[config.mk]
export PLATFORM = sky130hd
export DESIGN_NAME = register_write_arbiter_flat
export DESIGN_NICKNAME = d
export VERILOG_FILES = /design/src/rtl/register_write_arbiter_if.sv /design/src/rtl/register_write_arbiter.sv /design/src/flat_wrapper.sv
export SDC_FILE = /design/constraint.sdc
export NUM_CORES = 1
export LEC_CHECK = 0
export BUFFER_PORTS_ARGS = -buffer_cell sky130_fd_sc_hd__buf_4
export CORE_ASPECT_RATIO = 1.5
export CORE_MARGIN = 2
export CORE_UTILIZATION = 46
export CTS_BUF_LIST = sky130_fd_sc_hd__clkbuf_8
export DETAILED_ROUTE_END_ITERATION = 10
export PLACE_DENSITY_LB_ADDON = 0.2
export SLEW_MARGIN = 20
export SYNTH_ARGS = -nofsm -noshare
export SYNTH_HDL_FRONTEND = slang
export SYNTH_SLANG_ARGS = --single-unit
[constraint.sdc]
create_clock -name clk -period 2.1 [get_ports clk]
set_clock_uncertainty 0.05 [all_clocks]
set_input_delay 0.21 -clock clk [delete_from_list [all_inputs] [get_ports clk]]
set_output_delay 0.21 -clock clk [all_outputs]
set_load 0.05 [all_outputs]
[src/rtl/register_write_arbiter_if.sv]
// register_write_arbiter_if: requester and output-register signal bundle for register_write_arbiter
interface register_write_arbiter_if #(parameter int WIDTH = 8);
    logic req0, req1, ack0, ack1, reg_en, busy, grant;
    logic [WIDTH-1:0] data0, data1, reg_in;
    modport master (output req0, data0, req1, data1, input ack0, ack1, reg_in, reg_en, busy, grant);
    modport slave (input req0, data0, req1, data1, output ack0, ack1, reg_in, reg_en, busy, grant);
endinterface

[src/rtl/register_write_arbiter.sv]
// register_write_arbiter: round-robin two-port writer for a load-on-edge register with setup/hold sequencing
module register_write_arbiter #(
    parameter int WIDTH = 8,
    parameter int SETTLE = 2,
    parameter int HOLD = 1
) (
    input logic clk,
    input logic reset,
    register_write_arbiter_if.slave bus
);
    localparam int CW = $clog2(SETTLE > HOLD ? SETTLE : HOLD) + 1;
    typedef enum logic [1:0] {IDLE, SETUP, STROBE, RELEASE} state_t;
    state_t state, state_n;
    logic [CW-1:0] cnt, cnt_n;
    logic [WIDTH-1:0] reg_in_n;
    logic last, last_n, grant_n, pick;
    always_comb begin
        state_n = state;
        cnt_n = cnt;
        last_n = last;
        grant_n = bus.grant;
        reg_in_n = bus.reg_in;
        pick = (bus.req0 && bus.req1) ? ~last : bus.req1;
        case (state)
            IDLE: if (bus.req0 || bus.req1) begin
                state_n = SETUP;
                cnt_n = CW'(SETTLE);
                last_n = pick;
                grant_n = pick;
                reg_in_n = pick ? bus.data1 : bus.data0;
            end
            SETUP: if (cnt == CW'(1)) begin
                state_n = STROBE;
                cnt_n = CW'(HOLD);
            end else cnt_n = cnt - 1'b1;
            STROBE: if (cnt == CW'(1)) state_n = RELEASE; else cnt_n = cnt - 1'b1;
            RELEASE: state_n = IDLE;
            default: state_n = IDLE;
        endcase
    end
    // outputs are derived from the next state so every one comes straight from a flop; reg_en is used as a clock
    always_ff @(posedge clk or negedge reset) begin
        if (!reset) begin
            state <= IDLE;
            cnt <= '0;
            last <= 1'b1;
            bus.grant <= 1'b0;
            bus.reg_in <= '0;
            bus.reg_en <= 1'b0;
            bus.busy <= 1'b0;
            bus.ack0 <= 1'b0;
            bus.ack1 <= 1'b0;
        end else begin
            state <= state_n;
            cnt <= cnt_n;
            last <= last_n;
            bus.grant <= grant_n;
            bus.reg_in <= reg_in_n;
            bus.reg_en <= state_n == STROBE;
            bus.busy <= state_n != IDLE;
            bus.ack0 <= state_n == RELEASE && !grant_n;
            bus.ack1 <= state_n == RELEASE && grant_n;
        end
    end
endmodule

[src/flat_wrapper.sv]
// flat-port wrapper written by rule: the top's interface ports become plain ports
module register_write_arbiter_flat 
#(
    parameter int WIDTH = 8,
    parameter int SETTLE = 2,
    parameter int HOLD = 1
)
  (clk, reset, bus_req0, bus_data0, bus_req1, bus_data1, bus_ack0, bus_ack1, bus_reg_in, bus_reg_en, bus_busy, bus_grant);
  register_write_arbiter_if #(.WIDTH(WIDTH)) bus_i ();
  input logic clk;
  input logic reset;
  input wire logic [$bits(bus_i.req0)-1:0] bus_req0;
  input wire logic [$bits(bus_i.data0)-1:0] bus_data0;
  input wire logic [$bits(bus_i.req1)-1:0] bus_req1;
  input wire logic [$bits(bus_i.data1)-1:0] bus_data1;
  output wire logic [$bits(bus_i.ack0)-1:0] bus_ack0;
  output wire logic [$bits(bus_i.ack1)-1:0] bus_ack1;
  output wire logic [$bits(bus_i.reg_in)-1:0] bus_reg_in;
  output wire logic [$bits(bus_i.reg_en)-1:0] bus_reg_en;
  output wire logic [$bits(bus_i.busy)-1:0] bus_busy;
  output wire logic [$bits(bus_i.grant)-1:0] bus_grant;
  assign bus_i.req0 = bus_req0;
  assign bus_i.data0 = bus_data0;
  assign bus_i.req1 = bus_req1;
  assign bus_i.data1 = bus_data1;
  assign bus_ack0 = bus_i.ack0;
  assign bus_ack1 = bus_i.ack1;
  assign bus_reg_in = bus_i.reg_in;
  assign bus_reg_en = bus_i.reg_en;
  assign bus_busy = bus_i.busy;
  assign bus_grant = bus_i.grant;
  register_write_arbiter #(.WIDTH(WIDTH), .SETTLE(SETTLE), .HOLD(HOLD)) u_core (.clk(clk), .reset(reset), .bus(bus_i));
endmodule
## After elaboration in Yosys (flattened, before gate mapping)

Index checks and enable logic that the tools add are counted.

| storage, ports and cells | value |
|---|---|
| register bits after elaboration | 18 |
| latch bits | 0 |
| output and inout bits | 13 |
| input bits | 20 |
| ROM bits | 0 |
| RAM bits | 0 |
| memories | 0 |
| logic and storage cells | 41 |

| cells by class | value |
|---|---|
| $mul | 0 |
| div/mod/pow operators | 0 |
| order comparisons | 0 |
| eq/ne operators | 8 |
| mux-type cells | 12 |
| reductions and logical operators | 10 |
| bitwise gates (word level) | 1 |
| shifts and indexed selects | 0 |
| add/sub/neg operators | 1 |

Operators by type and width:

| kind | count |
|---|---|
| two-way mux 2 bit | 6 |
| equality test 2 bit, second input constant | 4 |
| two-way mux 8 bit | 1 |
| one-hot mux 2 bit (4 select lines) | 1 |
| one-hot mux 2 bit (3 select lines) | 1 |
| equality test 2 x 1 -> 1 bit, second input constant | 2 |
| logical AND 1 bit | 3 |
| two-way mux 1 bit | 3 |
| AND reduction 3 bit | 1 |
| nonzero test 3 bit | 1 |
| logical NOT 2 bit | 1 |
| != test 2 x 1 -> 1 bit, second input constant | 1 |
| != test 2 bit, second input constant | 1 |
| AND reduction 2 bit | 1 |
| nonzero test 2 bit | 1 |
| subtractor 2 x 1 -> 2 bit, second input constant | 1 |
| logical NOT 1 bit | 1 |
| logical OR 1 bit | 1 |
| inverter 1 bit | 1 |

## Depth between registers and ports, before layout

| logic depth | value |
|---|---|
| depth in word-level cells | 6 |
| depth in mapped cells | 6 |
| gate-level depth less buffers | 5 |

## Worst setup path before layout

OpenSTA, ideal clock, no wires.

| timing | value |
|---|---|
| path kind | reg-to-reg |
| start point | register u_core.state[0] |
| end point | register u_core.bus.reg_en |
| setup slack | 490 ps |
| cell stages (with the launch flop) | 6 |
| setup time | 73 ps |
| arrival time | 1486 ps |
| required time | 1977 ps |
| cell sequence | dfrtp_1 -> inv_1 -> ha_1 -> or4b_4 -> o311ai_2 -> nor2b_1 |

| between the ends | value |
|---|---|
| longest elaborated chain between the ends | 3 |

Ends and longest elaborated chain:

| what | line | RTL |
|---|---|---|
| from (decl) | register_write_arbiter.sv:13 | `state_t state, state_n;` |
| from (signal assigned) | register_write_arbiter.sv:54 | `state <= state_n;` |
| equality test 2 bit (tied with other cells) | register_write_arbiter.sv:24 | `case (state)` |
| one-hot mux 2 bit (4 select lines) (*) | register_write_arbiter.sv:24 |  |
| equality test 2 bit (*) | register_write_arbiter.sv:59 | `bus.reg_en <= state_n == STROBE;` |
| to (signal assigned) | register_write_arbiter.sv:49 | `bus.reg_en <= 1'b0;` |
| to (signal assigned) | register_write_arbiter.sv:59 |  |
| to (decl) | register_write_arbiter_if.sv:6 | `modport slave (input req0, data0, req1, data1, output ack0, ack1, reg_in, reg_en, busy, grant);` |

Every way passes the cells marked *; elsewhere a longest branch is shown, timed or not.
A chain may end at the register's enable or synchronous reset.

## Final worst setup path

| timing | value |
|---|---|
| start point | register u_core.state[0] |
| end point | register u_core.bus.ack0 |

| between the ends | value |
|---|---|
| longest elaborated chain between the ends | 4 |

Ends and longest elaborated chain:

| what | line | RTL |
|---|---|---|
| equality test 2 bit (tied with other cells) | register_write_arbiter.sv:24 |  |
| one-hot mux 2 bit (4 select lines) or two-way mux 1 bit (tied branches) | register_write_arbiter.sv:24 |  |
| equality test 2 bit or logical NOT 1 bit (tied branches) | register_write_arbiter.sv:61 | `bus.ack0 <= state_n == RELEASE && !grant_n;` |
| logical AND 1 bit (*) | register_write_arbiter.sv:61 |  |
| to (signal assigned) | register_write_arbiter.sv:61 |  |
| to (decl) | register_write_arbiter_if.sv:6 |  |

Marks and branches as above.

==> results.cfg <==
[global_route]
grt_pass1_vias = 704
grt_max_degree = 19
grt-ovfl-total = 0
grt_antenna_before_repair = 0
grt_pass1_wl_um = 2829
grtUsageTotal_pct = 16.64

[cells_and_area]
fin_nets = 151
fin_cells = 144
fill_cells = 162
antenna_cells = 0
area_growth_pct = 35.12
drive_gt1_share_pct = 34.43

[synth]
synth.distinct_cells = 25
ys_ff_latch = 18
syn_avg_cell_area_sq_um = 10.85
synth_edf_count = 0
syn-num-nets = 114
async_flop_share_pct = 100.0
synth_top_area_cell = dfrtp_1
synth_flop_cell = dfrtp_1
ys_seq_area_share_pct = 48.39
synth_area_leaders = dfrtp_1, ha_1, mux2i_1
yosysTopAreaCellShare_pct = 45.58
synth.cell_area_sq_um = 933.4
ys.warnings.count = 0
synthCells = 86

[setup_path]
cp_max_fo = 5
crit_path_start_kind = register
r2r_slack_ns = 0.37
reg2reg_from = u_core.state[0]
cp.arrival_ns = 1.80
critPathMaxStageDelay_ns = 0.48
r2r_end = u_core.bus.ack0
r2r_cells = 5
path_class = reg2reg
critical_path.slowest_cell = or4b_4
path_cells = inv_1 -> ha_1 -> or4b_4 -> o311ai_2 -> nor3_1
worstPathRequired_ns = 2.17
end_kind = register

[timing]
setup_slack_ns = 0.3675
finalHoldViolations = 0
setup_viol = 0
finalCritPeriodShare_pct = 82.50
period_needed_ns = 1.732
fmax_mhz = 577.2
worst_pin_slew_ns = 0.8289
setup_tns_ns = 0
slew_viol_final = 0
rsz0062_at_grt = no
slew_headroom_pct = 44.37

[placement]
place_worst_setup_slack_ns = 0.3715
numPortBuffers = 32
hpwl_um = 1392
place_inst = 139
globalplace.congestion = 0.7723

[routing]
routedWlPerCell_um = 12.22
dr_total_vias = 730
first_pass_iters = 2
postRouteAntennaNets = 0
drtIter0Drc = 4
drc = 0
routed_wl_um = 1759
avgViaCountPerCell = 5.069

[floorplan]
core_sq_um = 1977
chipWidth_um = 40.78
start_util_pct = 47.22
rows = 20
die-area_sq_um = 2413
pin_count = 33
die_h_um = 59.17

[worst_hold_path]
min_to = u_core.last
worstHoldStart = bus_req0
min_delay_path_depth = 2
min_path_type = in2reg

[flow_run]
max_cap_viol_count = 0

[clocking]
clk_pin_slew_ns = 0.07
cts_tree = done
cts_buffers = 3
postCtsSetupBuffers = 0
clockRootBuffer = clkbuf_8
cts_buffer_depth = 2
clk_latency_ns = 0.25
cts_sinks = 18
ctsHtreeMaxLevel = 1

[power_and_ir_drop]
p_leak_nw = 0.6460
vdd_ir_drop_max_v = 0.0008069
powerDensity_nw_per_um2 = 1662

[run_status]
status = finished clean
-- cells in the mapped netlist, types with 2 or more instances --
| master | instances |
|---|---|
| ha_1 | 8 |
| inv_1 | 7 |
| dfrtp_1 | 17 |
| o21ai_0 | 10 |
| mux2i_1 | 9 |
| a21boi_0 | 2 |
| nor2b_1 | 4 |
| nand2_1 | 11 |
| nor3b_1 | 2 |
-- critical path, delay by kind of cell (launching register included) --
kind | cells | cell delay (ns)
buffers and inverters | 1 | 0.14
AND/OR/NAND/NOR | 2 | 0.59
AO/OA/AOI/OAI | 1 | 0.14
adder cells (fa/ha/maj) | 1 | 0.25
flip-flops | 1 | 0.42
-- stage by stage --
step | instance area (sq um) | hold slack, ns | power (mW) | utilization [%]
after floorplan | 933.4 | -0.1356 | 1.507 | -
after global placement | 1196 | 0.03972 | 1.807 | 60.51
after detailed placement | 1196 | 0.03981 | 1.841 | 60.51
after CTS | 1261 | 0.1209 | 2.121 | 63.80
after global routing | 1261 | 0.1410 | 2.259 | 63.80
final | 1261 | 0.1232 | 2.097 | 63.80
-- cell families after synthesis --
| family | count (synthesis) | share of synthesized area (%) |
|---|---|---|
| AO/OA/AOI/OAI | 20 | 14.08 |
| adder cells (fa/ha/maj) | 8 | 10.72 |
| buffers and inverters | 9 | 4.156 |
| flip-flops | 18 | 48.39 |
| multiplexers | 10 | 10.86 |
| AND/OR/NAND/NOR | 21 | 11.79 |
-- worst max-delay path by stage --
stage / from / endpoint / slack, ns
2_1_floorplan: u_core.state[0] / u_core.bus.reg_en / 0.49
3_3_place_gp: u_core.state[1] / u_core.bus.reg_en / 0.44
3_5_place_dp: u_core.state[1] / u_core.bus.reg_in[4] / 0.37
4_1_cts: u_core.state[1] / u_core.bus.reg_in[4] / 0.36
5_1_grt: u_core.state[1] / u_core.bus.reg_in[4] / 0.17
6_report: u_core.state[0] / u_core.bus.ack0 / 0.37
-- sequential cells by signal, indices dropped and copies added (netlist names) --
register and count:
u_core.bus.busy 1, u_core.bus.reg_in 8, u_core.last 1, u_core.bus.ack0 1, u_core.cnt 2, u_core.bus.grant 1, u_core.bus.reg_en 1, u_core.state 2
u_core.bus.ack1 1
-- per-layer routing --
layer	up-vias	wire length [um]	track usage (%)
met5	-	0	0
met4	0	4	5.714
met3	2	122	3.008
met2	20	929	28.79
met1	340	703	19.27
li1	368	-	-
-- cell usage in the layout, fill, tap and decap left out, types with 2 or more instances in the layout --
cell type  Yosys  routed
a21boi_0       2       2
buf_4          1      33
clkbuf_8       0       4
dfrtp_1       17      17
ha_1           8       8
inv_1          7       7
mux2i_1        9       9
nand2_1       11      11
nor2b_1        4       4
nor3b_1        2       2
o21ai_0       10      10
-- cell type report --
cell class	instances	area, sq um	share of cell area [%]
inverters	7	26.28	2.083
clock buffers	4	55.05	4.365
multi-input cells	59	442.9	35.12
repair buffers	34	257.7	20.44
well taps	22	27.53	2.183
flip-flops and latches	18	451.7	35.81
-- timing repair --
action / CTS / global route
endpoints found under the setup margin: 0 / 0
hold buffers: 1 / 0
resized for setup: 0 / 0
endpoints found under the hold margin: 17 / 0
-- power breakdown --
| group | switching (mW) | total [mW] | internal, mW |
|---|---|---|---|
| combinational | 0.770 | 1.20 | 0.434 |
| clock | 0.110 | 0.276 | 0.166 |
| sequential | 0.100 | 0.617 | 0.517 |
(Power assumes the default switching activity.)
